`src/rtl/sys_ctrl_pkg.sv`:
```
// Shared definitions for the system controller: command opcodes, operand
// register addresses and the frame-decoding state encoding.
package sys_ctrl_pkg;

  localparam logic [7:0] CMD_WR      = 8'hAA;
  localparam logic [7:0] CMD_RD      = 8'hBB;
  localparam logic [7:0] CMD_ALU_OP  = 8'hCC;
  localparam logic [7:0] CMD_ALU_NOP = 8'hDD;

  localparam int unsigned ADDR_OP_A = 0;
  localparam int unsigned ADDR_OP_B = 1;

  typedef enum logic [3:0] {
    IDLE,
    WR_ADDR,
    WR_DATA,
    RD_ADDR,
    RD_WAIT,
    OP_A,
    OP_B,
    ALU_FN,
    ALU_WAIT,
    TX_SEND
  } state_e;

endpackage

```
`src/rtl/tx_word_serializer.sv`:
```
// Emits a loaded word as DATA_WIDTH slices, least significant slice first,
// one per cycle while the downstream FIFO is not full.
module tx_word_serializer #(
  parameter int unsigned DATA_WIDTH = 8,
  parameter int unsigned WORD_WIDTH = 16,
  parameter int unsigned CNT_W      = 2
) (
  input  logic                  clk,
  input  logic                  rst_n,
  input  logic                  load,
  input  logic [WORD_WIDTH-1:0] word,
  input  logic [CNT_W-1:0]      count,
  input  logic                  fifo_full,
  output logic [DATA_WIDTH-1:0] tx_data,
  output logic                  tx_vld,
  output logic                  done_c
);

  logic [WORD_WIDTH-1:0] shreg_q;
  logic [CNT_W-1:0]      left_q;
  logic                  emit_c;

  assign emit_c = (left_q != '0) && !fifo_full;
  assign done_c = emit_c && (left_q == CNT_W'(1));

  always_ff @(posedge clk or negedge rst_n) begin
    if (!rst_n) begin
      shreg_q <= '0;
      left_q  <= '0;
      tx_data <= '0;
      tx_vld  <= 1'b0;
    end else begin
      tx_vld <= emit_c;
      if (load) begin
        shreg_q <= word;
        left_q  <= count;
      end else if (emit_c) begin
        tx_data <= shreg_q[DATA_WIDTH-1:0];
        shreg_q <= shreg_q >> DATA_WIDTH;
        left_q  <= left_q - CNT_W'(1);
      end
    end
  end

endmodule

```
`src/rtl/sys_ctrl_param.sv`:
```
// Command-frame controller: decodes RX frames into register file and ALU
// transactions and streams responses into the TX FIFO.
module sys_ctrl_param
  import sys_ctrl_pkg::*;
#(
  parameter int unsigned DATA_WIDTH    = 8,
  parameter int unsigned ADDR_WIDTH    = 4,
  parameter int unsigned ALU_OUT_WIDTH = 16,
  parameter int unsigned FUN_WIDTH     = 4,
  parameter int unsigned TIMEOUT_CYC   = 1024
) (
  input  logic                     CLK,
  input  logic                     RST,
  input  logic [DATA_WIDTH-1:0]    RX_P_DATA,
  input  logic                     RX_D_VLD,
  input  logic [DATA_WIDTH-1:0]    RdData,
  input  logic                     RdData_Valid,
  input  logic [ALU_OUT_WIDTH-1:0] ALU_OUT,
  input  logic                     OUT_VALID,
  input  logic                     FIFO_FULL,
  output logic                     WrEn,
  output logic                     RdEn,
  output logic [ADDR_WIDTH-1:0]    Address,
  output logic [DATA_WIDTH-1:0]    WrData,
  output logic                     ALU_EN,
  output logic [FUN_WIDTH-1:0]     ALU_FUN,
  output logic                     CLK_EN,
  output logic [DATA_WIDTH-1:0]    TX_P_DATA,
  output logic                     TX_D_VLD,
  output logic                     FRAME_ERR
);

  localparam int unsigned NB    = ALU_OUT_WIDTH / DATA_WIDTH;
  localparam int unsigned CNT_W = $clog2(NB + 1);
  localparam int unsigned TMO_W = (TIMEOUT_CYC < 2) ? 1 : $clog2(TIMEOUT_CYC + 1);

  state_e                 state_q, state_d;
  logic [ADDR_WIDTH-1:0]  addr_q, addr_d;
  logic [DATA_WIDTH-1:0]  wr_data_q, wr_data_d;
  logic [FUN_WIDTH-1:0]   alu_fun_q, alu_fun_d;
  logic                   wr_en_q, wr_en_d, rd_en_q, rd_en_d;
  logic                   alu_en_q, alu_en_d, alu_go_q, alu_go_d;
  logic                   clk_en_q, clk_en_d, err_q, err_d;
  logic [TMO_W-1:0]       tmo_q, tmo_d;
  logic                   timed_c, expire_c, ld_c, done_c;
  logic [ALU_OUT_WIDTH-1:0] ld_word_c;
  logic [CNT_W-1:0]       ld_cnt_c;

  always_ff @(posedge CLK or negedge RST) begin
    if (!RST) begin
      state_q   <= IDLE;
      addr_q    <= '0;
      wr_data_q <= '0;
      alu_fun_q <= '0;
      wr_en_q   <= 1'b0;
      rd_en_q   <= 1'b0;
      alu_en_q  <= 1'b0;
      alu_go_q  <= 1'b0;
      clk_en_q  <= 1'b0;
      err_q     <= 1'b0;
      tmo_q     <= '0;
    end else begin
      state_q   <= state_d;
      addr_q    <= addr_d;
      wr_data_q <= wr_data_d;
      alu_fun_q <= alu_fun_d;
      wr_en_q   <= wr_en_d;
      rd_en_q   <= rd_en_d;
      alu_en_q  <= alu_en_d;
      alu_go_q  <= alu_go_d;
      clk_en_q  <= clk_en_d;
      err_q     <= err_d;
      tmo_q     <= tmo_d;
    end
  end

  always_comb begin
    state_d   = state_q;
    addr_d    = addr_q;
    wr_data_d = wr_data_q;
    alu_fun_d = alu_fun_q;
    clk_en_d  = clk_en_q;
    wr_en_d   = 1'b0;
    rd_en_d   = 1'b0;
    alu_en_d  = alu_go_q;
    alu_go_d  = 1'b0;
    err_d     = 1'b0;
    ld_c      = 1'b0;
    ld_word_c = '0;
    ld_cnt_c  = '0;
    tmo_d     = '0;
    expire_c  = 1'b0;
    timed_c   = state_q inside {WR_ADDR, WR_DATA, RD_ADDR, OP_A, OP_B, ALU_FN};

    // Inter-byte timeout; an arriving byte always clears the count
    if (timed_c && !RX_D_VLD && (TIMEOUT_CYC != 0)) begin
      if (tmo_q == TMO_W'(TIMEOUT_CYC) - TMO_W'(1)) expire_c = 1'b1;
      else tmo_d = tmo_q + TMO_W'(1);
    end

    case (state_q)
      IDLE: begin
        if (RX_D_VLD) begin
          if (RX_P_DATA == DATA_WIDTH'(CMD_WR))           state_d = WR_ADDR;
          else if (RX_P_DATA == DATA_WIDTH'(CMD_RD))      state_d = RD_ADDR;
          else if (RX_P_DATA == DATA_WIDTH'(CMD_ALU_OP))  state_d = OP_A;
          else if (RX_P_DATA == DATA_WIDTH'(CMD_ALU_NOP)) state_d = ALU_FN;
          else                                            err_d   = 1'b1;
        end
      end
      WR_ADDR: if (RX_D_VLD) begin
        addr_d  = ADDR_WIDTH'(RX_P_DATA);
        state_d = WR_DATA;
      end
      WR_DATA: if (RX_D_VLD) begin
        wr_data_d = RX_P_DATA;
        wr_en_d   = 1'b1;
        state_d   = IDLE;
      end
      RD_ADDR: if (RX_D_VLD) begin
        addr_d  = ADDR_WIDTH'(RX_P_DATA);
        rd_en_d = 1'b1;
        state_d = RD_WAIT;
      end
      RD_WAIT: begin
        err_d = RX_D_VLD;
        if (RdData_Valid) begin
          ld_c      = 1'b1;
          ld_word_c = ALU_OUT_WIDTH'(RdData);
          ld_cnt_c  = CNT_W'(1);
          state_d   = TX_SEND;
        end
      end
      OP_A: if (RX_D_VLD) begin
        addr_d    = ADDR_WIDTH'(ADDR_OP_A);
        wr_data_d = RX_P_DATA;
        wr_en_d   = 1'b1;
        state_d   = OP_B;
      end
      OP_B: if (RX_D_VLD) begin
        addr_d    = ADDR_WIDTH'(ADDR_OP_B);
        wr_data_d = RX_P_DATA;
        wr_en_d   = 1'b1;
        state_d   = ALU_FN;
      end
      ALU_FN: if (RX_D_VLD) begin
        alu_fun_d = FUN_WIDTH'(RX_P_DATA);
        clk_en_d  = 1'b1;
        alu_go_d  = 1'b1;
        state_d   = ALU_WAIT;
      end
      ALU_WAIT: begin
        err_d = RX_D_VLD;
        if (OUT_VALID) begin
          clk_en_d  = 1'b0;
          ld_c      = 1'b1;
          ld_word_c = ALU_OUT;
          ld_cnt_c  = CNT_W'(NB);
          state_d   = TX_SEND;
        end
      end
      TX_SEND: begin
        err_d = RX_D_VLD;
        if (done_c) state_d = IDLE;
      end
      default: state_d = IDLE;
    endcase

    if (expire_c) begin
      err_d   = 1'b1;
      state_d = IDLE;
    end
  end

  tx_word_serializer #(
    .DATA_WIDTH (DATA_WIDTH),
    .WORD_WIDTH (ALU_OUT_WIDTH),
    .CNT_W      (CNT_W)
  ) u_ser (
    .clk       (CLK),
    .rst_n     (RST),
    .load      (ld_c),
    .word      (ld_word_c),
    .count     (ld_cnt_c),
    .fifo_full (FIFO_FULL),
    .tx_data   (TX_P_DATA),
    .tx_vld    (TX_D_VLD),
    .done_c    (done_c)
  );

  assign WrEn      = wr_en_q;
  assign RdEn      = rd_en_q;
  assign Address   = addr_q;
  assign WrData    = wr_data_q;
  assign ALU_EN    = alu_en_q;
  assign ALU_FUN   = alu_fun_q;
  assign CLK_EN    = clk_en_q;
  assign FRAME_ERR = err_q;

endmodule
```
`config.mk`:
```
export PLATFORM = sky130hd
export DESIGN_NAME = sys_ctrl_param
export DESIGN_NICKNAME = d
export VERILOG_FILES = /design/src/rtl/sys_ctrl_pkg.sv /design/src/rtl/tx_word_serializer.sv /design/src/rtl/sys_ctrl_param.sv
export SDC_FILE = /design/constraint.sdc
export NUM_CORES = 1
export LEC_CHECK = 0
export CORE_MARGIN = 2
export CORE_UTILIZATION = 39
export CTS_CLUSTER_SIZE = 10
export DETAILED_ROUTE_END_ITERATION = 10
export PLACE_DENSITY = 0.72
export REMOVE_ABC_BUFFERS = 1
export SKIP_LAST_GASP = 1
export SLEW_MARGIN = 10
export SYNTH_ARGS = -nofsm -noshare
export SYNTH_HDL_FRONTEND = slang
export SYNTH_SLANG_ARGS = --single-unit
```
`constraint.sdc`:
```
create_clock -name CLK -period 1.65 [get_ports CLK]
set_input_delay 0.165 -clock CLK [delete_from_list [all_inputs] [get_ports CLK]]
set_output_delay 0.165 -clock CLK [all_outputs]
set_load 0.01 [all_outputs]
```
==> summary.txt, run 1 <==
Run status
  • Status: completed

Floorplanning
  • IO Pins: 68
  • Initial Utilization: 0.4074
  • Die W: 91.51 um
  • # rows: 31
  • Die Span Y: 91.51 um
  • Area of the die: 8374 um^2
  • Core Area: 7331 um^2

STA
  • Period Utilization, post-route: 0.9643
  • F_max: 628.5 MHz
  • Setup-failing EPs final: 0
  • Hold WS: 0.3522 ns
  • Unrepaired setup endpoints after global routing: yes
  • Clock skew: 0.006066 ns
  • Relative slew slack: 0.7568
  • Hold Fails Final Rpt: 0
  • Worst-Margin Slew: 0.3639 ns
  • Final min period: 1.591 ns
  • Max-slew violation count: 0

Power
  • Peak VDD IR: 0.7568 mV
  • Total Power: 6826 uW
  • Pleak: 0.001921 uW
  • Pwr dens: 1569 nW/um^2

Finish
  • Most frequent cells in the layout: clkdlybuf4s50_1 (66), dfrtp_1 (64), buf_4 (39), mux2_2 (23), nor2_1 (19)
  • Layout cells sized above 1: 0.2732
  • Final #Nets: 403
  • Number of diodes: 0
  • Final core occ: 0.5934
  • Layout area overhead: 45.66%
  • Most common cell after layout, fill and taps aside: clkdlybuf4s50_1

Logic synthesis
  • Post-synth ARST share: 1.000
  • Compound-cell area share of the yosys netlist: 0.1462
  • Ys flop type: dfrtp_1
  • Synth Area in Simple Gates: 0.1362
  • Multiplexer area fraction after synthesis: 0.09677
  • Syn_area_per_cell: 11.85 um^2
  • Register area share after synthesis: 0.5362
  • Yosys cell types: 52
  • Yosys reg bits: 64
  • Cells after synthesis: 252
  • Adder-cell area share of the yosys netlist: 0.01257
  • Xor/xnor cell area share of the yosys netlist: 0.03519
  • Syn. warnings: 0
  • Largest family of logic cells by synthesized area: compound AO/OA/AOI/OAI gates
  • Number of synthesized flops with an enable pin: 0
  • Cell Area, Synth: 2987 um^2

Placement
  • Port Buffer Count: 67
  • Final Wtd Congestion: 0.8122
  • DP HPWL: 4936 um

Global route
  • GRT Residual Overflow: 0
  • Largest net degree at the start of global routing: 65
  • First-pass GRT wire length: 11520 um
  • Total GRT Usage: 0.1757
  • Vias in the first global route: 2422
  • Initial antenna violation count: 0

Drt
  • Iter 0 DRT Violations: 151
  • Via count: 2391
  • Total wire length: 6957 um
  • Via density: 5.142
  • Post-route DRC: 0
  • Wirelength per Cell: 14.96 um
  • Post-DRT Antenna Nets: 0
  • Drt pass-1 iters: 4

Worst setup path
  • R2R cell count: 5
  • CP Launch Type: flop
  • Critical Path Fanout Max: 7
  • Worst setup EP type: flop
  • Critical Path RT: 1.87 ns
  • Arrival @ worst endpoint: 1.81 ns
  • Crit path kind: reg2reg

Clock tree
  • Clk sink count: 64
  • TritonCTS Buffers: 9
  • Clock root cell: clkbuf_8
  • CTS clk-pin slew, worst paths: 0.07 ns
  • H-tree depth: 3
  • CTS Buffer Depth: 2
  • CTS tree: built
  • Clock latency reported for the late side of the worst-skew pair: 0.34 ns

Flow run
  • Maximum capacitance violations: 0

Worst hold path
  • HP Class: in2async
==> flip-flops by register name, indices dropped and copies added (netlist names) <==
signal	count
ALU_EN	1
ALU_FUN	4
Address	4
CLK_EN	1
FRAME_ERR	1
RdEn	1
WrData	8
WrEn	1
alu_en_d	1
state_q	4
tmo_q	11
u_ser.left_q	2
u_ser.shreg_q	16
u_ser.tx_data	8
u_ser.tx_vld	1
==> routing by layer <==
layer	vias up	global-route usage	share of wire
li1	1146	-	-
met1	1170	0.2200	0.46
met2	64	0.2874	0.48
met3	11	0.04979	0.047
met4	0	0.06692	0.015
met5	-	0	0
==> cell families after synthesis <==
| family | count (synthesis) |
|---|---|
| AOI/OAI and AO/OA | 54 |
| xor gates and xnor gates | 12 |
| adders and majority gates | 3 |
| buffers and inverters | 20 |
| DFF | 64 |
| muxes | 26 |
| and+or+nand+nor | 73 |
==> critical path: stages, from the launching register on <==
cell and delay [ns]:
dfrtp_1 0.42, or2_4 0.32, a21oi_4 0.21, nor2_4 0.07, buf_2 0.16, a221o_1 0.30
==> repair_timing <==
| action | CTS | global route |
|---|---|---|
| gates cloned | 0 | 1 |
| pin swaps | 0 | 4 |
| hold buffers | 1 | 0 |
| setup endpoints to repair | 14 | 16 |
| gates resized for setup | 4 | 9 |
| setup buffers | 0 | 2 |
| endpoints found under the hold margin | 64 | 0 |
==> synth_stat cells, drive strengths merged, types with 2 or more instances <==
cell,number,area (um^2)
o21ai,5,25.02
nand2b,3,18.77
a21o,2,15.01
a22oi,2,15.01
inv,7,26.27
buf,11,76.32
clkbuf,2,7.510
a22o,15,131.4
mux2,23,259.0
nor3b,2,15.01
ha,3,37.54
nand3,8,40.04
o2111ai,2,17.52
nand2,9,33.78
nor2,24,100.1
or2,2,12.51
nor2b,5,31.28
o22ai,3,18.77
a221o,6,60.06
nor3,4,20.02
nor4bb,2,20.02
and4,2,17.52
xnor2,5,43.79
nand3b,3,26.27
xor2,7,61.31
nand4,3,18.77
a21oi,7,46.30
and3,2,12.51
mux2i,3,30.03
dfrtp,64,1602
==> stage by stage <==
stage | instances | setup WS (ns) | setup TNS (ns) | area (um^2)
global route | 465 | -0.003960 | -0.01394 | 4350
CTS | 462 | 0.003051 | 0 | 4282
detailed placement | 446 | -0.2198 | -3.637 | 4038
finish | 465 | 0.05888 | 0 | 4350
floorplan | 239 | -0.4786 | -5.888 | 2903
global placement | 446 | -0.1815 | -2.883 | 4038
==> where the power goes <==
group	total [uW]	switching [uW]	internal [uW]
Sequential	2360	289	2070
Clock	1510	584	923
Combinational	2960	1280	1670
==> cell type report <==
class	instances	area, um^2
Timing Repair Buffer	112	1045
Fill cell	600	2980
Tap cell	99	123.9
Clock inverter	3	65.06
Multi-Input combinational cell	168	1334
Inverter	7	26.28
Sequential cell	64	1602
Clock buffer	12	155.1
==> final timing paths <==
kind | from | to | slack [ns]
max in group asynchronous | RST | tmo_q[4]$_DFF_PN0_ | 1.00
max | state_q[1]$_DFFE_PN0P_ | u_ser.shreg_q[1]$_DFFE_PN0P_ | 0.06
min | RST | FRAME_ERR$_DFF_PN0_ | 0.35
max reg2reg | state_q[1]$_DFFE_PN0P_ | u_ser.shreg_q[1]$_DFFE_PN0P_ | 0.06
min in group CLK | alu_en_d$_DFF_PN0_ | ALU_EN$_DFF_PN0_ | 0.36
min reg2reg | alu_en_d$_DFF_PN0_ | ALU_EN$_DFF_PN0_ | 0.36
No activity file was read; power rests on OpenSTA's default activity.
==> run 2, diff against run 1 <==
--- a/config.mk
+++ b/config.mk
@@ -11,6 +11,7 @@
 export DETAILED_ROUTE_END_ITERATION = 10
 export PLACE_DENSITY = 0.72
 export REMOVE_ABC_BUFFERS = 1
+export SETUP_SLACK_MARGIN = 0.3
 export SKIP_LAST_GASP = 1
 export SLEW_MARGIN = 10
 export SYNTH_ARGS = -nofsm -noshare
==> constraint.sdc (replaced) <==
create_clock -name CLK -period 1.65 [get_ports CLK]
set_input_delay 0.2475 -clock CLK [delete_from_list [all_inputs] [get_ports CLK]]
set_output_delay 0.2475 -clock CLK [all_outputs]
set_load 0.01 [all_outputs]
==> summary.txt, run 2 (synthesis gave the netlist of run 1 again) <==
Clock tree
  • Clock root cell: clkbuf_8 (unchanged)
  • TritonCTS Buffers: 9 (unchanged)
  • H-tree depth: 3 (unchanged)
  • CTS clk-pin slew, worst paths: 0.08 ns (was 0.07 ns)
  • Clock latency reported for the late side of the worst-skew pair: 0.35 ns (was 0.34 ns)
  • CTS Buffer Depth: 2 (unchanged)
  • CTS tree: built (unchanged)
  • Clk sink count: 64 (unchanged)

Global route
  • Vias in the first global route: 2549 (was 2422)
  • Largest net degree at the start of global routing: 65 (unchanged)
  • Total GRT Usage: 0.1890 (was 0.1757)
  • First-pass GRT wire length: 12360 um (was 11520 um)
  • GRT Residual Overflow: 0 (unchanged)
  • Initial antenna violation count: 0 (unchanged)

Finish
  • Top reg by flops: u_ser.shreg_q (unchanged)
  • Most common cell after layout, fill and taps aside: dfrtp_1 (was clkdlybuf4s50_1)
  • Final Cell Area: 4639 um^2 (was 4350 um^2)
  • Final #Nets: 424 (was 403)
  • Max reg flops: 16 (unchanged)
  • Largest regs: u_ser.shreg_q x16, tmo_q x11 (unchanged)
  • Number of diodes: 0 (unchanged)
  • Most frequent cells in the layout: dfrtp_1 (61), buf_4 (52), clkdlybuf4s50_1 (36), dlygate4sd2_1 (30), mux2_2 (23) (was clkdlybuf4s50_1 (66), dfrtp_1 (64), buf_4 (39), mux2_2 (23), nor2_1 (19))
  • Layout cells sized above 1: 0.4021 (was 0.2732)
  • Final core occ: 0.6329 (was 0.5934)
  • Layout area overhead: 55.34% (was 45.66%)
  • Post-Layout Cell Count: 487 (was 465)

Power
  • Pint: 4403 uW (was 4668 uW)
  • Peak VDD IR: 0.9046 mV (was 0.7568 mV)
  • Switch Pwr: 2448 uW (was 2158 uW)
  • Switching Share: 0.3573 (was 0.3161)
  • Flop pwr share: 0.347 (was 0.346)
  • Combinational group share of total power: 0.472 (was 0.433)
  • Pwr dens: 1477 nW/um^2 (was 1569 nW/um^2)
  • Pleak: 0.002142 uW (was 0.001921 uW)
  • Power share of the clock group: 0.181 (was 0.221)

Floorplanning
  • Initial Utilization: 0.4074 (unchanged)
  • # rows: 31 (unchanged)
  • Core Area: 7331 um^2 (unchanged)
  • IO Pins: 68 (unchanged)
  • Die W: 91.51 um (unchanged)
  • Die Span Y: 91.51 um (unchanged)
  • Area of the die: 8374 um^2 (unchanged)

Drt
  • Via density: 5.234 (was 5.142)
  • Wirelength per Cell: 16.12 um (was 14.96 um)
  • Iter 0 DRT Violations: 158 (was 151)
  • Total wire length: 7852 um (was 6957 um)
  • Post-route DRC: 0 (unchanged)
  • Post-DRT Antenna Nets: 0 (unchanged)
  • Via count: 2549 (was 2391)
  • Drt pass-1 iters: 4 (unchanged)

STA
  • Period Utilization, post-route: 0.9834 (was 0.9643)
  • F_max: 616.3 MHz (was 628.5 MHz)
  • Final min period: 1.623 ns (was 1.591 ns)
  • Hold Fails Final Rpt: 0 (unchanged)
  • Clock skew: 0.008651 ns (was 0.006066 ns)
  • Worst-Margin Slew: 0.3673 ns (was 0.3639 ns)
  • Final WS setup: 0.02744 ns (was 0.05888 ns)
  • Unrepaired setup endpoints after global routing: yes (unchanged)
  • Relative slew slack: 0.7544 (was 0.7568)
  • Fin Setup TNS: 0 ns (unchanged)
  • Max-slew violation count: 0 (unchanged)
  • Setup-failing EPs final: 0 (unchanged)

Flow run
  • Maximum capacitance violations: 0 (unchanged)

Placement
  • DP HPWL: 5023 um (was 4936 um)
  • Port Buffer Count: 67 (unchanged)
  • Final Wtd Congestion: 0.7853 (was 0.8122)
  • Post-Place Cells: 447 (was 446)
  • Pre-CTS setup slack: -0.2899 ns (was -0.2198 ns)
  • Placed cell areas: 4045 um^2 (was 4038 um^2)

Worst setup path
  • CP Launch Type: flop (unchanged)
  • Critical Path Fanout Max: 6 (was 7)
  • Cell-by-cell trace of the critical path: nand3b_1, a21oi_4, nor2_4, buf_6, a221o_1 (was or2_4, a21oi_4, nor2_4, buf_2, a221o_1)
  • Crit path kind: reg2reg (unchanged)
  • Worst setup EP type: flop (unchanged)
  • Critical Path RT: 1.88 ns (was 1.87 ns)
  • Arrival @ worst endpoint: 1.86 ns (was 1.81 ns)
  • CP max stage delay: 0.41 ns (was 0.42 ns)
  • CP max stage cell: dfrtp_1 (unchanged)

Run status
  • Status: completed (unchanged)

Worst hold path
  • HP Class: reg2reg (was in2async)
[run 2: cell types whose count changed in the layout (fill, tap and decap cells not counted), moves of 5 or more]
cell,before,now
dlygate4sd2_1,0,30
nor2_2,3,8
clkdlybuf4s50_1,66,36
buf_4,39,52
buf_6,1,10
nor2_1,19,11
[run 2: layout make-up]
class / instances / area, um^2
Clock buffer: 10 / 137.6
Clock inverter: 6 / 45.04
Fill cell: 574 / 2691
Inverter: 7 / 28.78
Multi-Input combinational cell: 168 / 1498
Sequential cell: 64 / 1605
Tap cell: 99 / 123.9
Timing Repair Buffer: 133 / 1201
[run 2: path summary, 6_finish.rpt]
path	start	to	slack (ns)	depth (start not counted)
setup / recovery	state_q[2]$_DFFE_PN0P_	u_ser.shreg_q[4]$_DFFE_PN0P_	0.03	5
hold / removal	alu_en_d$_DFF_PN0_	ALU_EN$_DFF_PN0_	0.36	0
setup reg to reg	state_q[2]$_DFFE_PN0P_	u_ser.shreg_q[4]$_DFFE_PN0P_	0.03	5
hold reg to reg	alu_en_d$_DFF_PN0_	ALU_EN$_DFF_PN0_	0.36	0
max in group asynchronous	RST	tmo_q[3]$_DFF_PN0_	0.91	3
min in group asynchronous	RST	Address[1]$_DFFE_PN0P_	0.42	3
[run 2: repair_timing]
action / CTS / global route
pin swaps: 8 / 12
cloned: 1 / 1
setup buffers: 15 / 6
hold buffers: 1 / 0
resized for setup: 72 / 28
setup endpoints to repair: 86 / 59
hold endpoints to repair: 64 / 0
[run 2: worst max-delay path, delay by kind of cell (launching register included)]
kind	cells	cell delay (ns)
buffers and inverters	1	0.14
flip-flops	1	0.41
AND/OR/NAND/NOR	2	0.35
AO/OA/AOI/OAI	2	0.60
[run 2: layer usage]
metal,up-vias,routed length [um],global-route usage,part of all wire
met5,-,0,0,0
met4,0,149,0.1111,0.019
met3,10,343,0.03568,0.044
met2,77,3983,0.3113,0.51
met1,1272,3376,0.2300,0.43
li1,1190,-,-,-
[run 2: power by group through the flow]
stage	Combinational (uW)	Sequential [uW]	Clock, uW
floorplan	1180	2560	0
global placement	2730	2390	0
detailed placement	2810	2410	0
CTS	3010	2360	1270
global route	3470	2430	1330
finish	3230	2380	1240
[run 2: through the flow]
stage          total power, uW  hold slack [ns]
2_1_floorplan             3742         -0.04809
3_3_place_gp              5116           0.2852
3_5_place_dp              5219           0.2889
4_1_cts                   6652           0.3594
5_1_grt                   7222           0.3711
6_report                  6851           0.3576
==> run 3, diff against run 2 <==
--- a/config.mk
+++ b/config.mk
@@ -5,6 +5,7 @@
 export SDC_FILE = /design/constraint.sdc
 export NUM_CORES = 1
 export LEC_CHECK = 0
+export CORE_ASPECT_RATIO = 1.2
 export CORE_MARGIN = 2
 export CORE_UTILIZATION = 39
 export CTS_CLUSTER_SIZE = 10
==> summary.txt, run 3 (synthesis gave the netlist of run 1 again) <==
Power
  • Peak VDD IR: 0.7984 mV (was 0.9046 mV)
  • Power share of the clock group: 0.223 (was 0.181)
  • Switching Share: 0.3327 (was 0.3573)
  • Pwr dens: 1566 nW/um^2 (was 1477 nW/um^2)
  • Flop pwr share: 0.315 (was 0.347)
  • Pint: 5086 uW (was 4403 uW)
  • Combinational group share of total power: 0.462 (was 0.472)
  • Switch Pwr: 2536 uW (was 2448 uW)
  • Pleak: 0.002250 uW (was 0.002142 uW)

Floorplanning
  • Initial Utilization: 0.4058 (was 0.4074)
  • Die Span Y: 99.86 um (was 91.51 um)
  • IO Pins: 68 (unchanged)
  • Area of the die: 8377 um^2 (was 8374 um^2)
  • # rows: 34 (was 31)
  • Die W: 83.89 um (was 91.51 um)
  • Core Area: 7360 um^2 (was 7331 um^2)

Drt
  • Post-route DRC: 0 (unchanged)
  • Iter 0 DRT Violations: 136 (was 158)
  • Total wire length: 7990 um (was 7852 um)
  • Drt pass-1 iters: 5 (was 4)
  • Wirelength per Cell: 16.51 um (was 16.12 um)
  • Via density: 5.194 (was 5.234)
  • Via count: 2514 (was 2549)
  • Post-DRT Antenna Nets: 0 (unchanged)

Worst hold path
  • HP Class: reg2reg (unchanged)
  • Hold wc startpoint: alu_en_d$_DFF_PN0_ (unchanged)

Global route
  • Largest net degree at the start of global routing: 65 (unchanged)
  • Most Crowded Layer GR: met2 (unchanged)
  • Initial antenna violation count: 0 (unchanged)
  • Vias in the first global route: 2574 (was 2549)
  • GRT Residual Overflow: 0 (unchanged)
  • Total GRT Usage: 0.1842 (was 0.1890)
  • M1 GR Usage: 0.2261 (was 0.2300)
  • First-pass GRT wire length: 12100 um (was 12360 um)
  • Grt met3 use: 0.03372 (was 0.03568)
  • Met2 usage: 0.3145 (was 0.3113)

Clock tree
  • Clock root cell: clkbuf_8 (unchanged)
  • CTS tree: built (unchanged)
  • H-tree depth: 3 (unchanged)
  • Clk sink count: 64 (unchanged)
  • CTS clk-pin slew, worst paths: 0.08 ns (about the same)
  • Clock latency reported for the late side of the worst-skew pair: 0.34 ns (was 0.35 ns)
  • CTS Buffer Depth: 2 (unchanged)
  • TritonCTS Buffers: 9 (unchanged)

Finish
  • Max reg flops: 16 (unchanged)
  • Most frequent cells in the layout: dfrtp_1 (61), buf_4 (51), clkdlybuf4s50_1 (34), dlygate4sd2_1 (31) (was dfrtp_1 (61), buf_4 (52), clkdlybuf4s50_1 (36), dlygate4sd2_1 (30), mux2_2 (23))
  • Largest regs: u_ser.shreg_q x16, tmo_q x11 (unchanged)
  • Number of diodes: 0 (unchanged)
  • Final #Nets: 430 (was 424)
  • Most common cell after layout, fill and taps aside: dfrtp_1 (unchanged)
  • Top reg by flops: u_ser.shreg_q (unchanged)
  • Fill cells: 562 (was 574)
  • Layout area overhead: 62.92% (was 55.34%)
  • Layout cells sized above 1: 0.4213 (was 0.4021)

STA
  • Max-slew violation count: 0 (unchanged)
  • Final WS setup: -0.008845 ns (was 0.02744 ns)
  • F_max: 602.8 MHz (was 616.3 MHz)
  • Hold Fails Final Rpt: 0 (unchanged)
  • Period Utilization, post-route: 1.005 (was 0.9834)
  • Clock skew: 0.01047 ns (was 0.008651 ns)
  • Worst-Margin Slew: 0.4143 ns (was 0.3673 ns)
  • Relative slew slack: 0.7238 (was 0.7544)
  • Unrepaired setup endpoints after global routing: yes (unchanged)
  • Final min period: 1.659 ns (was 1.623 ns)
  • Setup-failing EPs final: 3 (was 0)
  • Fin Setup TNS: -0.01118 ns (was 0 ns)

Worst setup path
  • Worst Setup SP: state_q[2]$_DFFE_PN0P_ (unchanged)
  • FF-to-FF Start: state_q[2]$_DFFE_PN0P_ (unchanged)
  • CP Launch Type: flop (unchanged)
  • Critical Path RT: 1.88 ns (about the same)
  • Critical Path Fanout Max: 6 (unchanged)
  • Worst setup EP type: flop (unchanged)
  • Arrival @ worst endpoint: 1.89 ns (was 1.86 ns)
  • Crit path kind: reg2reg (unchanged)

Placement
  • DP HPWL: 4823 um (was 5023 um)
  • Pre-CTS setup slack: -0.2688 ns (was -0.2899 ns)
  • Final Wtd Congestion: 0.8823 (was 0.7853)
  • Port Buffer Count: 67 (unchanged)

Run status
  • Status: finished, violations left (was completed)
  • Failing checks: negative setup slack

Flow run
  • Maximum capacitance violations: 0 (unchanged)
-- run 3: power groups by stage --
| stage | logic [uW] | registers (uW) | clock network (uW) |
|---|---|---|---|
| after floorplan | 1180 | 2560 | 0 |
| after global placement | 2740 | 2390 | 0 |
| after detailed placement | 2810 | 2400 | 0 |
| after CTS | 3010 | 2380 | 1720 |
| after global routing | 3790 | 2470 | 1800 |
| final | 3520 | 2400 | 1700 |
-- run 3: per-layer routing --
metal,wire (um),part of all wire,vias to the layer above
met2,4066,0.51,73
met5,0,0,-
met3,307,0.038,13
met4,143,0.018,0
met1,3473,0.43,1232
li1,-,-,1196
-- run 3: critical path, stage by stage (launching register included) --
cell and delay (ns):
dfrtp_2 0.45, nand3b_1 0.30, a21oi_4 0.30, nor2_4 0.06, buf_6 0.14, a221o_1 0.29
-- run 3: worst paths after layout --
kind                            slack [ns]  cells after the start                      endpoint
worst min-delay path                  0.35                      0              ALU_EN$_DFF_PN0_
worst max-delay path                -0.009                      5  u_ser.shreg_q[4]$_DFFE_PN0P_
max in group asynchronous             0.91                      3        state_q[1]$_DFFE_PN0P_
worst max register to register      -0.009                      5  u_ser.shreg_q[4]$_DFFE_PN0P_
worst min register to register        0.35                      0              ALU_EN$_DFF_PN0_
min in group asynchronous             0.43                      3            tmo_q[5]$_DFF_PN0_
-- run 3: area by class of cell --
type,instances,area (um^2),share of cell area
flip-flops and latches,64,1605,0.3299
multi-input cells,168,1575,0.3237
repair buffers,139,1291,0.2654
clock buffers,10,137.6,0.02828
clock inverters,6,115.1,0.02366
well taps,90,112.6,0.02314
inverters,7,28.78,0.005914
-- run 3: metrics by stage --
stage	util	cell area [um^2]	power, uW	cells	hold WS, ns
detailed placement	0.5471	4026	5206	437	0.2850
global route	0.6612	4866	8060	484	0.3604
floorplan	-	2903	3742	239	-0.04809
finish	0.6612	4866	7622	484	0.3487
CTS	0.6219	4577	7113	471	0.3524
global placement	0.5471	4026	5132	437	0.2821
-- run 3: what timing repair did --
item,CTS,global route
setup buffers,15,12
hold buffers,1,0
pin swaps,10,29
endpoints found under the setup margin,88,59
gates cloned,2,1
hold endpoints to repair,64,0
resized for setup,83,48
